--- src/rtl/uart_pkg.sv ---
// Shared UART definitions: frame states, legal oversampling ratios and parity types.
// Used by both the TX and RX paths.
package uart_pkg;

  localparam int unsigned EDGE_W   = 5;
  localparam int unsigned PRESC_8  = 8;
  localparam int unsigned PRESC_16 = 16;
  localparam int unsigned PRESC_32 = 32;

  localparam logic PAR_EVEN = 1'b0;
  localparam logic PAR_ODD  = 1'b1;

  typedef enum logic [2:0] {
    IDLE   = 3'd0,
    START  = 3'd1,
    DATA   = 3'd2,
    PARITY = 3'd3,
    STOP   = 3'd4
  } uart_state_e;

  // Only the three oversampling ratios shared with the RX side are accepted
  function automatic logic presc_legal(input int unsigned presc);
    return (presc == PRESC_8) || (presc == PRESC_16) || (presc == PRESC_32);
  endfunction

endpackage

--- src/rtl/uart_tx_bit_timer.sv ---
// Bit timing for the UART transmitter: per-bit clock counter with a latched prescale,
// terminal-count pulse and a saturating data-bit index.
module uart_tx_bit_timer
  import uart_pkg::*;
#(
  parameter int unsigned DATA_WIDTH = 8,
  parameter int unsigned PRESC_W    = 6,
  parameter int unsigned BIT_W      = (DATA_WIDTH > 1) ? $clog2(DATA_WIDTH) : 1
) (
  input  logic               clk,
  input  logic               rst,
  input  logic               load,
  input  logic [PRESC_W-1:0] presc_in,
  input  logic               en,
  input  logic               bit_adv,
  output logic               tc_c,
  output logic [BIT_W-1:0]   bit_idx,
  output logic               last_bit_c
);

  logic [PRESC_W-1:0] presc_q;
  logic [EDGE_W-1:0]  edge_cnt;

  assign tc_c       = en && (PRESC_W'(edge_cnt) == PRESC_W'(presc_q - 1'b1));
  assign last_bit_c = (bit_idx == BIT_W'(DATA_WIDTH - 1));

  // Load restarts timing for a new frame; the bit index never wraps past the last data bit
  always_ff @(posedge clk or posedge rst) begin
    if (rst) begin
      presc_q  <= '0;
      edge_cnt <= '0;
      bit_idx  <= '0;
    end else if (load) begin
      presc_q  <= presc_in;
      edge_cnt <= '0;
      bit_idx  <= '0;
    end else if (en) begin
      if (tc_c) begin
        edge_cnt <= '0;
        if (bit_adv && !last_bit_c) begin
          bit_idx <= BIT_W'(bit_idx + 1'b1);
        end
      end else begin
        edge_cnt <= EDGE_W'(edge_cnt + 1'b1);
      end
    end
  end

endmodule

--- src/rtl/uart_tx_frame.sv ---
// UART transmitter: latches one byte per accepted request and shifts out
// start, LSB-first data, optional parity and stop bits, each held Prescale clocks.
module uart_tx_frame
  import uart_pkg::*;
#(
  parameter int unsigned DATA_WIDTH = 8,
  parameter int unsigned PRESC_W    = 6
) (
  input  logic                  clk,
  input  logic                  rst,
  input  logic [DATA_WIDTH-1:0] P_DATA,
  input  logic                  Data_Valid,
  input  logic                  PAR_EN,
  input  logic                  PAR_TYP,
  input  logic [PRESC_W-1:0]    Prescale,
  output logic                  TX_OUT,
  output logic                  Busy
);

  localparam int unsigned BIT_W = (DATA_WIDTH > 1) ? $clog2(DATA_WIDTH) : 1;

  uart_state_e state_q, state_d;

  logic [DATA_WIDTH-1:0] data_q;
  logic                  par_en_q;
  logic                  parity_q;
  logic                  tx_q, tx_d;
  logic                  busy_q, busy_d;
  logic                  load_c;
  logic                  presc_ok_c;
  logic                  tc_c;
  logic                  last_bit_c;
  logic [BIT_W-1:0]      bit_idx;
  logic [BIT_W-1:0]      next_idx_c;

  assign presc_ok_c = presc_legal(32'(Prescale));
  assign next_idx_c = BIT_W'(bit_idx + 1'b1);

  uart_tx_bit_timer #(
    .DATA_WIDTH (DATA_WIDTH),
    .PRESC_W    (PRESC_W),
    .BIT_W      (BIT_W)
  ) u_timer (
    .clk        (clk),
    .rst        (rst),
    .load       (load_c),
    .presc_in   (Prescale),
    .en         (state_q != IDLE),
    .bit_adv    (state_q == DATA),
    .tc_c       (tc_c),
    .bit_idx    (bit_idx),
    .last_bit_c (last_bit_c)
  );

  always_ff @(posedge clk or posedge rst) begin
    if (rst) begin
      state_q <= IDLE;
      tx_q    <= 1'b1;
      busy_q  <= 1'b0;
    end else begin
      state_q <= state_d;
      tx_q    <= tx_d;
      busy_q  <= busy_d;
    end
  end

  // Frame payload is frozen at acceptance so input changes mid-frame are harmless
  always_ff @(posedge clk or posedge rst) begin
    if (rst) begin
      data_q   <= '0;
      par_en_q <= 1'b0;
      parity_q <= 1'b0;
    end else if (load_c) begin
      data_q   <= P_DATA;
      par_en_q <= PAR_EN;
      parity_q <= (^P_DATA) ^ PAR_TYP;
    end
  end

  // Next state plus the line value of the bit about to be presented
  always_comb begin
    state_d = state_q;
    tx_d    = tx_q;
    busy_d  = busy_q;
    load_c  = 1'b0;
    case (state_q)
      IDLE: begin
        tx_d   = 1'b1;
        busy_d = 1'b0;
        if (Data_Valid && presc_ok_c) begin
          state_d = START;
          tx_d    = 1'b0;
          busy_d  = 1'b1;
          load_c  = 1'b1;
        end
      end
      START: begin
        if (tc_c) begin
          state_d = DATA;
          tx_d    = data_q[0];
        end
      end
      DATA: begin
        if (tc_c) begin
          if (!last_bit_c) begin
            tx_d = data_q[next_idx_c];
          end else if (par_en_q) begin
            state_d = PARITY;
            tx_d    = parity_q;
          end else begin
            state_d = STOP;
            tx_d    = 1'b1;
          end
        end
      end
      PARITY: begin
        if (tc_c) begin
          state_d = STOP;
          tx_d    = 1'b1;
        end
      end
      STOP: begin
        if (tc_c) begin
          state_d = IDLE;
          tx_d    = 1'b1;
          busy_d  = 1'b0;
        end
      end
      default: begin
        state_d = IDLE;
        tx_d    = 1'b1;
        busy_d  = 1'b0;
      end
    endcase
  end

  assign TX_OUT = tx_q;
  assign Busy   = busy_q;

endmodule

--- config.mk ---
export PLATFORM = sky130hd
export DESIGN_NAME = uart_tx_frame
export DESIGN_NICKNAME = d
export VERILOG_FILES = /design/src/rtl/uart_pkg.sv /design/src/rtl/uart_tx_bit_timer.sv /design/src/rtl/uart_tx_frame.sv
export SDC_FILE = /design/constraint.sdc
export NUM_CORES = 1
export LEC_CHECK = 0
export BUFFER_PORTS_ARGS = -buffer_cell sky130_fd_sc_hd__clkbuf_2
export CORE_MARGIN = 2
export CORE_UTILIZATION = 35
export DETAILED_ROUTE_END_ITERATION = 12
export GPL_TIMING_DRIVEN = 0
export SLEW_MARGIN = 20
export SYNTH_ARGS = -nofsm -noshare
export SYNTH_HDL_FRONTEND = slang
export SYNTH_SLANG_ARGS = --single-unit
--- constraint.sdc ---
create_clock -name clk -period 3.2 [get_ports clk]
set_input_delay 0.32 -clock clk [delete_from_list [all_inputs] [get_ports clk]]
set_output_delay 0.32 -clock clk [all_outputs]
set_load 0.02 [all_outputs]
After elaboration in Yosys (flattened, before gate mapping)
Cells that the tools add are included.
{ "classes": {"order_cmp": 1, "n_bitwise": 2, "n_eq_ne": 16, "n_mux": 28, "n_reduce_logical": 18, "add_sub_neg": 3} }
{ "op_table": {"columns": ["cell", "n"], "rows": [
  ["2-to-1 mux 3 bit", 11],
  ["2-to-1 mux 5 bit", 3],
  ["case mux 3 bit (5 select lines)", 1],
  ["!= test 2 bit (second input constant)", 6],
  ["2-to-1 mux 1 bit", 10],
  ["parity 8 bit", 1],
  ["== test 3 x 2 -> 1 bit (second input constant)", 2],
  ["== test 3 bit (second input constant)", 2],
  ["== test 5 x 6 -> 1 bit", 1],
  ["== test 6 x 4 -> 1 bit (second input constant)", 1],
  ["== test 6 x 5 -> 1 bit (second input constant)", 1],
  ["== test 6 bit (second input constant)", 1],
  ["AND reduction 3 bit", 2],
  ["AND reduction 6 bit", 1],
  ["nonzero test 2 bit", 3],
  ["subtractor 6 x 1 -> 6 bit (second input constant)", 1],
  ["adder 5 x 1 -> 5 bit (second input constant)", 1],
  ["less-than comparator 3 x 4 -> 1 bit (second input constant)", 1],
  ["case mux 1 bit (4 select lines)", 1],
  ["adder 3 x 1 -> 3 bit (second input constant)", 1],
  ["binary-select mux 1 bit (select 3 bit)", 1],
  ["== test 3 x 1 -> 1 bit (second input constant)", 1],
  ["logical AND 1 bit", 3],
  ["logical NOT 3 bit", 1],
  ["10 further kinds", 11]
]} }
{ "word_totals": {"reg_bits": 29, "inputBits": 19, "out_inout_bits": 2} }

Logic depth before layout (Yosys ltp)
Gate-level depths: netlist of run 1.
{ "depth": {"word_depth": 8, "ltp_mapped": 7, "ltp_nobuf": 7} }

Modules after synthesis
From an unflattened synthesis of run 1, not the netlist that was laid out.
{ "hier_totals": {"hier_cells": 161, "area_unflattened_um2": 1760.4} }
{ "modules_own_cells": {"columns": ["module", "area_each_um2", "n_inst", "seq_area_each_um2", "cells_per_inst"], "rows": [
  ["uart_tx_frame", 904.6, 1, 376.6, 76],
  ["uart_tx_bit_timer", 855.8, 1, 350.3, 85]
]} }

Worst setup path after synthesis of run 1
Ideal clock, no wire load.
{ "synth_path": {"path_type": "register -> register", "from": "register u_timer.bit_idx[0]", "to": "register tx_q, in the netlist TX_OUT", "t_required_ns": 3.106, "n_path_buf": 0, "slack_ns": 1.311, "path_stages_with_launch": 7, "synth_period_minus_slack_ns": 1.889, "arrival_time_ns": 1.795, "cell_sequence": "dfrtp_1 ha_1 mux2_2 o22ai_1 nor4_1 a2111oi_0 mux2i_1"} }
{ "synth_via": {"elab_chain_len": 6, "word_cells_on_any_way": 7, "classes_between": "add/sub: 1; eq/ne: 1; mux: 5"} }
{ "synth_lines": {"columns": ["item", "line", "rtl"], "rows": [
  ["start, declared", "uart_tx_bit_timer.sv:17", "output logic [BIT_W-1:0] bit_idx,"],
  ["start signal, assigned", "uart_tx_bit_timer.sv:41", "bit_idx <= BIT_W'(bit_idx + 1'b1);"],
  ["adder 3 x 1 -> 3 bit", "uart_tx_frame.sv:37", "assign next_idx_c = BIT_W'(bit_idx + 1'b1);"],
  ["binary-select mux 1 bit (select 3 bit)", "uart_tx_frame.sv:106", "tx_d = data_q[next_idx_c];"],
  ["2-to-1 mux 1 bit (not written as such)", "uart_tx_frame.sv:106", null],
  ["2-to-1 mux 1 bit *", "uart_tx_frame.sv:105", "if (!last_bit_c) begin"],
  ["2-to-1 mux 1 bit *", "uart_tx_frame.sv:104", "if (tc_c) begin"],
  ["case mux 1 bit (4 select lines) *", "uart_tx_frame.sv:86", "case (state_q)"],
  ["end signal, assigned", "uart_tx_frame.sv:62", "tx_q <= tx_d;"],
  ["end, declared", "uart_tx_frame.sv:27", "logic tx_q, tx_d;"]
]} }
Every way passes the cells marked *; elsewhere a longest branch is shown, timed or not. The select of a mux whose other input is x is not followed.
A chain may end at the register's enable or synchronous reset.

Worst setup path in the final report of run 1
{ "layout_path": {"from": "register state_q[1]", "to": "register data_q[0]"} }
{ "layout_via": {"elab_chain_len": 2} }
{ "layout_lines": {"columns": ["item", "line", "rtl"], "rows": [
  ["start, declared", "uart_tx_frame.sv:22", "uart_state_e state_q, state_d;"],
  ["start signal, assigned", "uart_tx_frame.sv:61", "state_q <= state_d;"],
  ["logical NOT 3 bit", "uart_tx_frame.sv:86", null],
  ["2-to-1 mux 1 bit", "uart_tx_frame.sv:86", null],
  ["end signal, assigned", "uart_tx_frame.sv:70", "data_q <= '0;"],
  ["end signal, assigned", "uart_tx_frame.sv:74", "data_q <= P_DATA;"],
  ["end, declared", "uart_tx_frame.sv:24", "logic [DATA_WIDTH-1:0] data_q;"]
]} }
No other way between the ends.

==> results.md, run 1 <==
Final layout:
- The library cell used most frequently in the layout, excluding fill and tap cells, is sky130_fd_sc_hd__dfrtp_1.
- Of the cells placed in the final design, the portion with a size suffix greater than 1 is around 28%.
- The library cells used most frequently in the layout, excluding fill and tap cells, are 28 x sky130_fd_sc_hd__dfrtp_1, 20 x sky130_fd_sc_hd__clkbuf_2, 14 x sky130_fd_sc_hd__mux2_2, 13 x sky130_fd_sc_hd__xnor2_1, 12 x sky130_fd_sc_hd__nand2_1.
- The sequential cells in the finished layout cover a total of approximately 730 um^2.
- The multi-input combinational cell area is approximately 920 um^2.
- At the end of the flow, the number of nets in the layout was ~210.
- The number of antenna diodes is 0.
- The count of cells in the finished layout, fillers not included, comes to between 200 and 250.
- The post-route cell area is around 0.0020 mm^2.
- The final design utilization is a little over two fifths.
- Counting the fill cells in the layout gives around 470.
- The area growth from synthesis to layout is 15.9%.

Worst setup path:
- The number of cells traversed by the worst register-to-register path is 5.
- Counting both buffers and inverters, the worst setup path holds a total of 2.
- The largest driver fanout on the critical path is 10.
- The cell family contributing the most delay on the critical path is buffers and inverters.
- For the worst setup path, the data arrival time is 2360 ps.
- At the worst endpoint, the required time is roughly 3400 ps.
- The category of the most critical setup path is reg2reg.
- The critical path goes through clkbuf_1 -> nor3_2 -> o2111ai_1 -> buf_2 -> mux2_2.
- The maximum cell stage delay along the critical path is between 400 and 500 ps.
- The startpoint type of the worst setup path is a flip-flop.
- The startpoint identified for the worst register-to-register timing path is state_q[1].
- The cell type of the slowest stage on the worst timing path is sky130_fd_sc_hd__o2111ai_1.
- The worst reg-to-reg setup slack is around 1000 ps.
- The endpoint of the worst register-to-register path is data_q[0].
- STA classifies the critical path endpoint as a flip-flop.

Yosys:
- Each instance of the synthesized netlist takes up on average between 10 and 15 um^2.
- The number of nets in the synthesized netlist is 180.
- The count of yosys warnings during synthesis is 0.
- After synthesis the cells add up to between 0.0015 and 0.002 mm^2.
- The number of register bits inferred by synthesis is 29.
- In the synthesized netlist the dominant register cell turns out to be sky130_fd_sc_hd__dfrtp_1.
- The sequential share of the synthesized area is ~43%.
- The synthesized design contains 0 enable-type register cells.
- The async set or reset register ratio after synthesis is 100%.
- The number of distinct library cell variants in the gate-level netlist after synthesis is 42.
- The cell count after synthesis is about 160.

STA:
- The maximum clock frequency is 455 MHz.
- Setup repair after global routing left no endpoint under its margin.
- In the finished design, the share of the clock period the worst path needs comes to roughly two thirds.
- The final count of pins violating max slew is 0.
- The worst pin sits at a relative slew slack of around 55%.
- Clock skew on the completed layout was measured at approximately 8.4 ps.
- For the pin with the worst max-slew slack, the measured transition is about 700 ps.
- The number of setup violations in the final report is 0.
- The final critical path time including I/O delays and setup is 2200 ps.
- After routing, the total negative slack on setup checks comes to 0 ps.
- The number of hold-slack violations in the final timing report was 0.

Clock tree:
- The clock drives 29 sinks.
- The clock insertion delay at the later pin of the skew report is between 200 and 300 ps.
- Clock-pin slew was measured on the worst setup and hold paths at 70 ps.
- Counting the buffers created by CTS gives 5.
- The count of hold buffers inserted by post-cts repair is 0.
- No sink is reached through more buffers than the 2 on the longest clock path.
- The tree is rooted in a sky130_fd_sc_hd__clkbuf_8.
- The H-tree was split into 2 levels.
- The number of buffers added for setup after CTS is 0.
- The total of cells resized after clock tree synthesis is 0.
- TritonCTS built the clock tree.

Die:
- The die covers roughly 0.0054 mm^2.
- The core outline area is 0.00469 mm^2.
- The horizontal die dimension is 73.4 um.
- The overall die height is roughly 73 um.
- The I/O pin count is 21.
- The total number of placement rows is 25.
- The starting density of the core is between 30% and 40%.

Route:
- The first detailed-routing pass took 4 iterations.
- The routed wire length on met3 is slightly above 100 um.
- The via-per-instance ratio is about 5.2.
- The total wire length after detailed routing is ~3.3 mm.
- Detailed routing placed a total of around 1.5 mm of wire on met2.
- Signal routing reaches up to met4.
- After detailed routing, the wire length on met1 is 1.57 mm.
- The DRC violation count after routing is 0.
- The number of violations reported at the end of detailed-routing iteration 0 is 45.
- The via count is 1234.
- The detailed-route wire length per cell is about 14 um.
- In this run the remaining antenna-violating nets after routing total 0.

Global route:
- Entering global routing, the biggest net connects 30 pins.
- The via count of the first global-routing pass came to 1139.
- The first global-routing pass estimated between 5 and 6 mm of wire.
- After global routing the overflow that remains totals 0.
- The overall track demand over capacity in global routing is 13.3%.
- The number of antenna violations at the first check in global routing is 0.

Placement:
- The standard cell area after detailed placement is ~0.0019 mm^2.
- After detailed placement, the design holds a cell count of roughly 230.
- The placed wire-length estimate is ~2.3 mm.
- The congestion estimate from routability-driven global placement came to 0.802.
- The count of input and output buffers is 20.

Power:
- The share of total power dissipated in the clock network is ~45%.
- In this run the power spent charging and discharging nets is ~0.00017 W.
- The total power of the final layout is roughly 0.00075 W.
- The fraction of power consumed by combinational cells is under 10%.
- The cell-internal power is approximately 0.00058 W.
- The relative contribution of sequential cells to total power is about 50%.
- The leakage power summed over all cells is 0.865 nW.
- The fraction of power spent switching nets is 22.2%.
- The worst-case IR drop observed on VDD is ~0.00022 V.
- In this run the power density over the cells is ~380 mW/mm^2.

Min path:
- The class of the tightest hold or removal check is in2async.

Flow run:
- The tool flagged a number of max-cap violations equal to 0.

Status:
- The run finished with clean final reports.
-- kinds of logic (layout without fill, tap and decap cells) --
group,Yosys count,in the layout,synth area share (%)
buffers and inverters,11,39,2.52
adders and majority gates,4,4,2.97
xor gates and xnor gates,18,18,9.34
AOI/OAI and AO/OA,25,25,11.8
DFF,29,29,43.1
and+or+nand+nor,51,51,18.0
muxes,19,19,12.3
-- power groups by stage --
stage               sequential, W  combinational (W)  clock, W
global route             0.000366          0.0000479  0.000360
finish                   0.000367          0.0000425  0.000339
detailed placement       0.000373          0.0000443         0
floorplan                0.000373          0.0000254         0
CTS                      0.000367          0.0000444  0.000344
global placement         0.000373          0.0000436         0
-- stage by stage --
step	worst slack [ps]	hold slack, ps
after floorplan	1310	397
after global placement	977	461
after detailed placement	994	431
after CTS	971	125
after global routing	817	143
final	1000	90.0
-- cells in the mapped netlist (all sizes together), types with 3 or more instances --
cell type | n | share of area (%)
dfrtp | 28 | 42
mux2 | 14 | 9.3
xnor2 | 13 | 6.7
nand2 | 12 | 2.7
inv | 6 | 1.3
mux2i | 5 | 3.0
nand2b | 5 | 1.9
nor2 | 5 | 1.1
nor3 | 5 | 2.1
o21ai | 5 | 1.5
xor2 | 5 | 2.6
and2 | 4 | 1.5
clkbuf | 4 | 0.89
ha | 4 | 3.0
or3 | 4 | 1.8
a21oi | 3 | 0.89
nand3 | 3 | 0.89
o31ai | 3 | 2.1
-- how the worst max path moves through the flow --
stage	start	endpoint	slack, ps	cells past startpoint
floorplan	u_timer.bit_idx[0]	TX_OUT	1310	6
global placement	Prescale[1]	data_q[5]	980	5
detailed placement	Prescale[1]	data_q[0]	990	5
CTS	state_q[1]	data_q[0]	970	5
global route	state_q[1]	data_q[0]	820	5
finish	state_q[1]	data_q[0]	1000	5
-- routing by layer --
layer  track usage, %  vias to the layer above
met2             20.5                       21
met5                0                        -
met4             7.27                        0
li1                 -                      622
met3             2.88                        7
met1             17.4                      584
-- layout make-up --
type | count | share of cell area (%)
clock inverters | 1 | 0.256
well taps | 54 | 3.45
flip-flops and latches | 29 | 37.1
multi-input cells | 117 | 46.9
repair buffers | 20 | 5.12
inverters | 6 | 1.15
clock buffers | 7 | 4.92
plain buffers | 5 | 1.02
-- sequential cells by signal, summed over array words and instances, names as in the netlist --
| signal | cells |
|---|---|
| Busy | 1 |
| TX_OUT | 1 |
| data_q | 8 |
| par_en_q | 1 |
| parity_q | 1 |
| state_q | 3 |
| u_timer.bit_idx | 3 |
| u_timer.edge_cnt | 5 |
| u_timer.presc_q | 6 |
Power figures use the tool's default switching activity.
==> run 2, diff against run 1 <==
--- a/config.mk
+++ b/config.mk
@@ -5,6 +5,7 @@
 export SDC_FILE = /design/constraint.sdc
 export NUM_CORES = 1
 export LEC_CHECK = 0
+export ABC_AREA = 1
 export BUFFER_PORTS_ARGS = -buffer_cell sky130_fd_sc_hd__clkbuf_2
 export CORE_MARGIN = 2
 export CORE_UTILIZATION = 35
==> constraint.sdc (replaced) <==
create_clock -name clk -period 2.1 [get_ports clk]
set_input_delay 0.21 -clock clk [delete_from_list [all_inputs] [get_ports clk]]
set_output_delay 0.21 -clock clk [all_outputs]
set_load 0.02 [all_outputs]
==> run 2 against run 1 <==
The flow now finishes with violations (hold timing). Final cell count up 38%. Critical endpoint is now state_q[0]. Sequential share of layout area down 1.1 points. Highest routed layer unchanged. Clock-buffer cell count up 1. Hold slack worse by 110 ps. Register-to-register slack worse by 620 ps. Wire length up 3.8%. Clock power up 31%. Synthesized cell count up 50%.
==> results.md, run 2 <==
STA:
- The share of the clock period used by the worst path after layout is 81.8%.
- The final count of pins violating max slew is 0.
- For the pin with the worst max-slew slack, the measured transition is 612 ps.
- The final critical path time including I/O delays and setup is between 1500 and 2000 ps.
- Final hold analysis gives a worst-case slack of -20.3 ps.
- Setup slack closes at ~380 ps.
- Adding up every negative setup slack in the final design gives 0 ps.
- Across the routed clock network, the largest skew measured is between 8 and 9 ps.
- Derived from the worst setup path, the maximum achievable clock frequency is ~580 MHz.
- The worst slew margin relative to its limit is 59.1%.
- The number of setup violations in the final report is 0.
- The number of hold-slack violations in the final timing report was 28.
- Setup repair after global routing left no endpoint under its margin.

Worst setup path:
- The worst setup path is launched from a flip-flop.
- The worst setup path is captured at a flip-flop.
- STA puts the critical path data arrival time at 1890 ps.
- The critical path is of the reg2reg type.
- The worst register-to-register path has a depth of 11.
- Along the worst path, the maximum fanout reaches 7.
- For the worst setup path, the data required time is ~2300 ps.

Route:
- The DRC violation count after routing is 0.
- The number of violations reported at the end of detailed-routing iteration 0 is 94.
- Wires add up to between 3 and 4 mm.
- Dividing the detail-routed via count by the number of cells gives between 4 and 5.
- The remaining antenna violation count is 0.
- The pre-antenna-repair detailed-routing pass consisted of 4 iterations.
- Summing over every cut layer, the via total after detailed routing is 1449.
- The detailed-route wire length per cell is between 10 and 15 um.

Clock tree:
- Clock-pin slew was measured on the worst setup and hold paths at around 60 ps.
- The CTS tree is yes.
- After clock tree synthesis, the setup repair step added 0 buffers.
- The clock insertion delay at the later pin of the skew report is ~280 ps.
- The clock tree root driver cell is sky130_fd_sc_hd__clkbuf_8.
- The total of cells resized after clock tree synthesis is 0.
- The number of clock sinks seen by CTS is 29.
- The count of hold buffers inserted by post-cts repair is 0.
- Counting along the longest clock path gives a buffer depth of 2.
- Clock tree synthesis inserted a total of 5 buffers.
- CTS built an H-tree with a depth of 2.

Placement:
- The placer congestion estimate is about 0.80.
- The placed wire-length estimate is ~2.6 mm.
- During placement, the flow inserted port buffers numbering 20.
- Summing all placed instances gives a cell area of 0.00193 mm^2.
- The post-place setup slack is roughly 380 ps.

Die:
- The area of the die is 0.00558 mm^2.
- In this run the horizontal extent of the chip is roughly 75 um.
- The I/O pin count is 21.
- The die is about 75 um tall.
- The core region is ~0.0048 mm^2.
- The starting density of the core is 36.6%.
- The initialized floorplan defines 25 standard-cell rows.

Global route:
- Global routing consumed, on the met3 layer, about 3.7% of the routing resources.
- The first-pass GRT wire length is ~6.1 mm.
- The overall overflow remaining after global route is 0.
- The via count of the first global-routing pass came to 1395.
- The met2 routing resource usage after global routing is a little under a quarter.
- The pin count of the biggest net entering global routing is 30.
- The number of antenna violations at the first check in global routing is 0.
- The most heavily used metal layer in global routing is met2.
- The overall track demand over capacity in global routing is between 10% and 20%.
- The met1 track demand over resource in global routing is between 10% and 20%.

Final layout:
- The number of antenna diodes is 0.
- The finished cells cover 0.00201 mm^2.
- The post-route netlist has 18.2% of its cells at a drive strength greater than 1.
- The commonest non-fill, non-tap cell in the layout is sky130_fd_sc_hd__nand2_1.
- Leaving out fill and tap cells, the most frequent cells in the layout are 87 x sky130_fd_sc_hd__nand2_1, 28 x sky130_fd_sc_hd__dfrtp_1, 26 x sky130_fd_sc_hd__inv_1, 21 x sky130_fd_sc_hd__nand3_1, 20 x sky130_fd_sc_hd__clkbuf_2.
- The net count of the finished layout is approximately 290.
- data_q holds more flip-flops than any other register.
- The register with the most flip-flops in the layout has 8 of them.
- The filler cell count in the final layout is roughly 500.
- The largest registers in the layout are data_q x8, u_timer.presc_q x6, u_timer.edge_cnt x5.
- The growth of design area from synthesis to finish is 15.1%.

Yosys:
- In this run, synthesis inferred 0 flip-flops with an integrated enable.
- The biggest area consumer among synthesized cells is sky130_fd_sc_hd__dfrtp_1.
- In the synthesized netlist the dominant register cell turns out to be sky130_fd_sc_hd__dfrtp_1.
- Counting flops and latches in the post-synthesis netlist gives 29.
- The proportion of netlist area held by the largest area contributor is 40.0%.
- The cell count after synthesis is 236.
- The combined area of all synthesized cells is 0.00175 mm^2.
- In the synthesized netlist the async set-or-reset flop fraction comes to 100%.
- The library cell with the highest instance count after synthesis is sky130_fd_sc_hd__nand2_1.
- In the synthesized netlist, the cells that appear most often are 87 x sky130_fd_sc_hd__nand2_1, 28 x sky130_fd_sc_hd__dfrtp_1, 27 x sky130_fd_sc_hd__inv_1.
- The number of nets handed over by synthesis was 259.
- For this run, the number of Yosys warnings is 0.
- Sequential cells were found to cover around two fifths of the synthesized design area.
- The average size of a mapped cell is roughly 7.4 um^2.
- The number of distinct library cell variants in the gate-level netlist after synthesis is 25.
- Ranked by total cell area, the synthesized netlist is headed by sky130_fd_sc_hd__dfrtp_1 40%, sky130_fd_sc_hd__nand2_1 19%, sky130_fd_sc_hd__nand3_1 6.0%, sky130_fd_sc_hd__inv_1 5.8%, sky130_fd_sc_hd__xnor2_1 4.5%.

Power:
- The analysis attributes to cell leakage a power of approximately 1.1 nW.
- The share of power burned in the clock network is between 20% and 30%.
- The fraction of power consumed by combinational cells is between 30% and 40%.
- The total power divided by cell area is around 920 mW/mm^2.
- The relative contribution of sequential cells to total power is between 40% and 50%.
- The maximum vdd ir drop is around 0.00032 V.
- Cell internal power was estimated by the tool at about 0.0012 W.
- For this design the total switching power over the nets is 0.000693 W.
- Of the total power, the share spent switching nets is 37.4%.

Min path:
- The class of the tightest hold or removal check is in2async.

Flow run:
- Max-cap violations in this run came to 0.

Status:
- The final reports fail on hold timing.
- The run finished, with violations left.
-- run 2: cell count changes in the layout (fill, tap and decap cells not counted), moves of 4 or more --
cell / before / now
sky130_fd_sc_hd__nand2_1: 12 / 87
sky130_fd_sc_hd__inv_1: 5 / 26
sky130_fd_sc_hd__nand3_1: 3 / 21
sky130_fd_sc_hd__mux2_2: 14 / 0
sky130_fd_sc_hd__nor2_1: 5 / 17
sky130_fd_sc_hd__inv_2: 1 / 6
sky130_fd_sc_hd__mux2i_1: 5 / 0
sky130_fd_sc_hd__nand2b_1: 5 / 0
sky130_fd_sc_hd__and2_1: 4 / 0
sky130_fd_sc_hd__nand4_1: 0 / 4
sky130_fd_sc_hd__nor2_2: 0 / 4
sky130_fd_sc_hd__o21ai_0: 5 / 9
sky130_fd_sc_hd__xnor2_1: 13 / 9
-- run 2: power groups by stage --
stage	registers (W)	logic, W	clock network [W]
floorplan	0.000792	0.000488	0
global placement	0.000800	0.000617	0
detailed placement	0.000801	0.000626	0
CTS	0.000791	0.000631	0.000455
global route	0.000811	0.000728	0.000484
finish	0.000789	0.000623	0.000444
-- run 2: final timing paths --
| check | endpoint | start | slack, ps |
|---|---|---|---|
| max in group asynchronous | data_q[3] | rst | 1720 |
| min in group clk | par_en_q | PAR_EN | 150 |
| min reg2reg | data_q[3] | data_q[3] | 470 |
| max reg2reg | state_q[0] | u_timer.presc_q[0] | 380 |
| max | state_q[0] | u_timer.presc_q[0] | 380 |
| min | u_timer.presc_q[3] | rst | -20 |
-- run 2: worst max-delay path, stage by stage (launching register included) --
cell and delay (ps):
sky130_fd_sc_hd__dfrtp_1 390, sky130_fd_sc_hd__inv_2 80, sky130_fd_sc_hd__ha_1 300, sky130_fd_sc_hd__xnor2_1 120, sky130_fd_sc_hd__nor2_1 80, sky130_fd_sc_hd__nand2_1 60
sky130_fd_sc_hd__nor2_2 160, sky130_fd_sc_hd__nand2_2 110, sky130_fd_sc_hd__nand2_4 110, sky130_fd_sc_hd__nand3_2 70, sky130_fd_sc_hd__nand2_1 70, sky130_fd_sc_hd__nand2_1 40
-- run 2: area by class of cell --
cell class	count	area, um^2	share of cell area [%]
Buffer	2	22.5	1.12
Clock buffer	8	80.1	3.98
Inverter	33	126	6.27
Multi-Input combinational cell	172	875	43.4
Sequential cell	29	727	36.1
Tap cell	67	83.8	4.16
Timing Repair Buffer	20	100	4.97
-- run 2: metrics by stage --
stage	total power, W	std cells	utilization (%)	hold WS [ps]
3_5_place_dp	0.00143	323	40.4	321
5_1_grt	0.00202	331	42.1	43.3
4_1_cts	0.00188	331	42.1	9.67
3_3_place_gp	0.00142	323	40.4	430
6_report	0.00186	331	42.1	-20.3
2_1_floorplan	0.00128	236	-	287
-- run 2: routing by layer --
layer  wire length, um  up-vias
met5                 0        -
met4                91        0
met3               106       10
met2              1600       20
met1              1620      626
li1                  -      793
-- run 2: logic make-up (layout without fill, tap and decap cells) --
| logic type | after synthesis | count (layout) | share of synthesized area, % |
|---|---|---|---|
| buf+inv | 35 | 63 | 8.51 |
| xor+xnor | 12 | 12 | 6.00 |
| simple gates | 143 | 143 | 37.2 |
| flops | 29 | 29 | 41.5 |
| fa+ha+maj | 4 | 4 | 2.86 |
| compound gates | 13 | 13 | 3.93 |
==> run 3, diff against run 2 <==
--- a/config.mk
+++ b/config.mk
@@ -5,7 +5,7 @@
 export SDC_FILE = /design/constraint.sdc
 export NUM_CORES = 1
 export LEC_CHECK = 0
-export ABC_AREA = 1
+export ABC_AREA = 0
 export BUFFER_PORTS_ARGS = -buffer_cell sky130_fd_sc_hd__clkbuf_2
 export CORE_MARGIN = 2
 export CORE_UTILIZATION = 35
==> constraint.sdc (replaced) <==
create_clock -name clk -period 1.8 [get_ports clk]
set_input_delay 0.18 -clock clk [delete_from_list [all_inputs] [get_ports clk]]
set_output_delay 0.18 -clock clk [all_outputs]
set_load 0.02 [all_outputs]
==> run 3 against run 2 <==
The run ends with setup timing left. Non-clock buffer count up 5. Worst setup slack worse by 500 ps. Clock-buffer cell count unchanged. Critical path depth shrank 4. Sequential cell count unchanged. Critical path type unchanged. Largest cell class unchanged.
==> results.md, run 3 (same netlist as run 1, synthesis figures left out) <==
Die:
- For this configuration, the core starts out at a cell density of 36.0%.
- The overall die height is 73.4 um.
- The die is around 73 um wide.
- Row generation in the floorplan step produced 25 rows.
- After floorplanning, the core was sized to cover ~0.0047 mm^2.
- The I/O pin count is 21.
- The die covers 0.00539 mm^2.

Global route:
- The via count of the first global-routing pass came to between 1k and 1.5k.
- The number of antenna violations at the first check in global routing is 0.
- The overall track demand over capacity in global routing is 14.4%.
- The pin count of the biggest net entering global routing is 30.
- For this run the aggregate overflow at the end of global routing stands at 0.
- The first-pass GRT wire length is between 5 and 6 mm.

Placement:
- The placer congestion estimate is 0.852.
- Input and output buffers added on the ports amount to 20.
- Summing all placed instances gives a cell area of approximately 0.0019 mm^2.
- Detailed placement finished with a half-perimeter wire length of around 2.4 mm.

Clock tree:
- The clock-pin transition on the worst setup and hold timing paths is about 70 ps.
- The later pin in the worst-skew pair is clocked with a latency of about 290 ps.
- The clock tree root driver cell is sky130_fd_sc_hd__clkbuf_8.
- Counting every sink on the clock net gives 29.
- Counting the buffers created by CTS gives 5.
- No sink is reached through more buffers than the 2 on the longest clock path.
- In this run the number of H-tree levels came out at 2.
- TritonCTS built the clock tree.

Route:
- The detailed-route wire length per cell is approximately 14 um.
- The length of the first detailed-routing pass in iterations is 4.
- The detailed router finished its first iteration with 62 violations.
- For this block, the routed nets add up to 3.45 mm of wire.
- The via count is about 1.3k.
- The via-per-instance ratio is roughly 5.3.
- The DRC violation count after routing is 0.
- The remaining antenna violation count is 0.

Power:
- The fraction of power spent switching nets is a little under a quarter.
- The maximum vdd ir drop is approximately 0.00047 V.
- The total power divided by cell area is 627 mW/mm^2.
- In this run, flip-flops and latches consume 50.1% of the power.
- The share of power burned in the clock network is between 40% and 50%.
- Cell internal power was estimated by the tool at 0.00100 W.
- In this run the static leakage power is between 0.8 and 0.9 nW.
- The fraction of power consumed by combinational cells is approximately 6.3%.
- Summed over all nets, the switching power comes to about 0.00030 W.

STA:
- Setup repair after global routing could not meet its margin everywhere.
- For the pin with the worst max-slew slack, the measured transition is approximately 800 ps.
- The hold slack is ~120 ps.
- In the final timing run, aggregate negative setup slack is -526 ps.
- The maximum clock frequency is ~520 MHz.
- Clock skew on the completed layout was measured at 10.7 ps.
- The share of the clock period used by the worst path after layout is 106%.
- The worst slew margin relative to its limit is between 40% and 50%.
- The number of hold-slack violations in the final timing report is 0.
- The final critical path time including I/O delays and setup is 1920 ps.
- The final count of pins violating max slew is 0.
- Setup violations remaining at the end of the flow were counted as 8.
- Setup slack on the critical path of the routed design comes to -116 ps.

Final layout:
- The library cell used most frequently in the layout, excluding fill and tap cells, is sky130_fd_sc_hd__dfrtp_1.
- The largest registers in the layout are data_q x8, u_timer.presc_q x6, u_timer.edge_cnt x5.
- The register with the most flip-flops in the layout has 8 of them.
- After routing the design area is just over 0.002 mm^2.
- Relative to the synthesized area, the layout overhead comes to 23.0%.
- The number of antenna diodes is 0.
- The top cell types in the final layout, fill and taps aside, are 27 x sky130_fd_sc_hd__dfrtp_1, 20 x sky130_fd_sc_hd__clkbuf_2, 13 x sky130_fd_sc_hd__xnor2_1, 13 x sky130_fd_sc_hd__mux2_2, 11 x sky130_fd_sc_hd__nand2_1.
- After the last flow step, the layout net total stands at ~210.
- Counting flops per register, the top entry is data_q.
- Measured on the finished design, the core utilization comes to roughly 44%.
- The fraction of final layout cells sized beyond drive strength 1 is a little over a third.
- The layout has approximately 460 filler cells.

Worst setup path:
- The largest individual stage delay along the critical path comes from the cell sky130_fd_sc_hd__dfrtp_1.
- Data on the critical path is required at its endpoint by around 2000 ps.
- On the worst path, the slowest cell contributes a delay of 390 ps.
- The kind of end point of the critical path is a flip-flop.
- The critical path goes through inv_1 -> ha_1 -> xnor2_1 -> nor2_1 -> nand4_4 -> or3_4 -> a221oi_2.
- The startpoint type of the worst setup path is a flip-flop.
- The critical path in this run is classified as reg2reg.
- Of all nets on the critical path, the largest fanout is 8.
- In this design, the largest share of critical-path delay is due to simple AND/OR/NAND/NOR gates.
- STA puts the critical path data arrival time at roughly 2100 ps.
- The buffer and inverter count on the worst path is 1.

Min path:
- In this run the worst hold path is classified as in2reg.

Status:
- The final reports fail on setup timing.
- The flow ran to the end, but the final reports show violations.

Flow run:
- The max-cap violation count is 0.
## run 3: layout make-up
class,count,area [um^2],share of cell area [%]
buffer,2,16.3,0.784
tap,54,67.6,3.25
inverter,6,22.5,1.08
clock buffer,8,90.1,4.34
multi-input combinational,117,1010,48.7
sequential,29,728,35.1
timing repair buffer,25,140,6.75
## run 3: per-stage QoR
step	worst slack, ps	cells	power [W]
2_1_floorplan	-4.50	157	0.000709
3_3_place_gp	-396	231	0.000742
3_5_place_dp	-384	231	0.000743
4_1_cts	-138	243	0.00132
5_1_grt	-251	241	0.00135
6_report	-116	241	0.00130
## run 3: worst register-to-register path, cell delays in order, from the launching register on
cell and delay (ps):
sky130_fd_sc_hd__dfrtp_1 390, sky130_fd_sc_hd__inv_1 60, sky130_fd_sc_hd__ha_1 300, sky130_fd_sc_hd__xnor2_1 120, sky130_fd_sc_hd__nor2_1 170, sky130_fd_sc_hd__nand4_4 210
sky130_fd_sc_hd__or3_4 380, sky130_fd_sc_hd__a221oi_2 210
## run 3: power groups by stage
stage | logic, W | registers, W | clock network [W]
6_report | 0.0000826 | 0.000652 | 0.000567
5_1_grt | 0.0000935 | 0.000651 | 0.000609
4_1_cts | 0.0000843 | 0.000652 | 0.000588
3_5_place_dp | 0.0000794 | 0.000664 | 0
3_3_place_gp | 0.0000782 | 0.000664 | 0
2_1_floorplan | 0.0000452 | 0.000664 | 0
## run 3: timing repair
action	CTS	global route
endpoints found under the setup margin	28	25
endpoints found under the hold margin	28	0
cloned	0	0
hold buffers	1	0
buffers inserted	3	1
pin swaps	7	2
gates resized for setup	13	7
## run 3: final timing paths
| check | endpoint | start | slack (ps) | cells after the start |
|---|---|---|---|---|
| setup / recovery | state_q[0] | u_timer.presc_q[0] | -120 | 7 |
| hold / removal | par_en_q | PAR_EN | 120 | 2 |
| setup reg to reg | state_q[0] | u_timer.presc_q[0] | -120 | 7 |
| hold reg to reg | parity_q | parity_q | 470 | 2 |
| max in group asynchronous | u_timer.bit_idx[0] | rst | 820 | 3 |
| min in group asynchronous | u_timer.edge_cnt[4] | rst | 520 | 3 |
## run 3: per-layer routing
layer	share of wire (%)	GRT usage [%]
met1	46	17.8
met2	48	23.6
met3	4.2	3.29
met4	1.3	6.67
met5	0	0
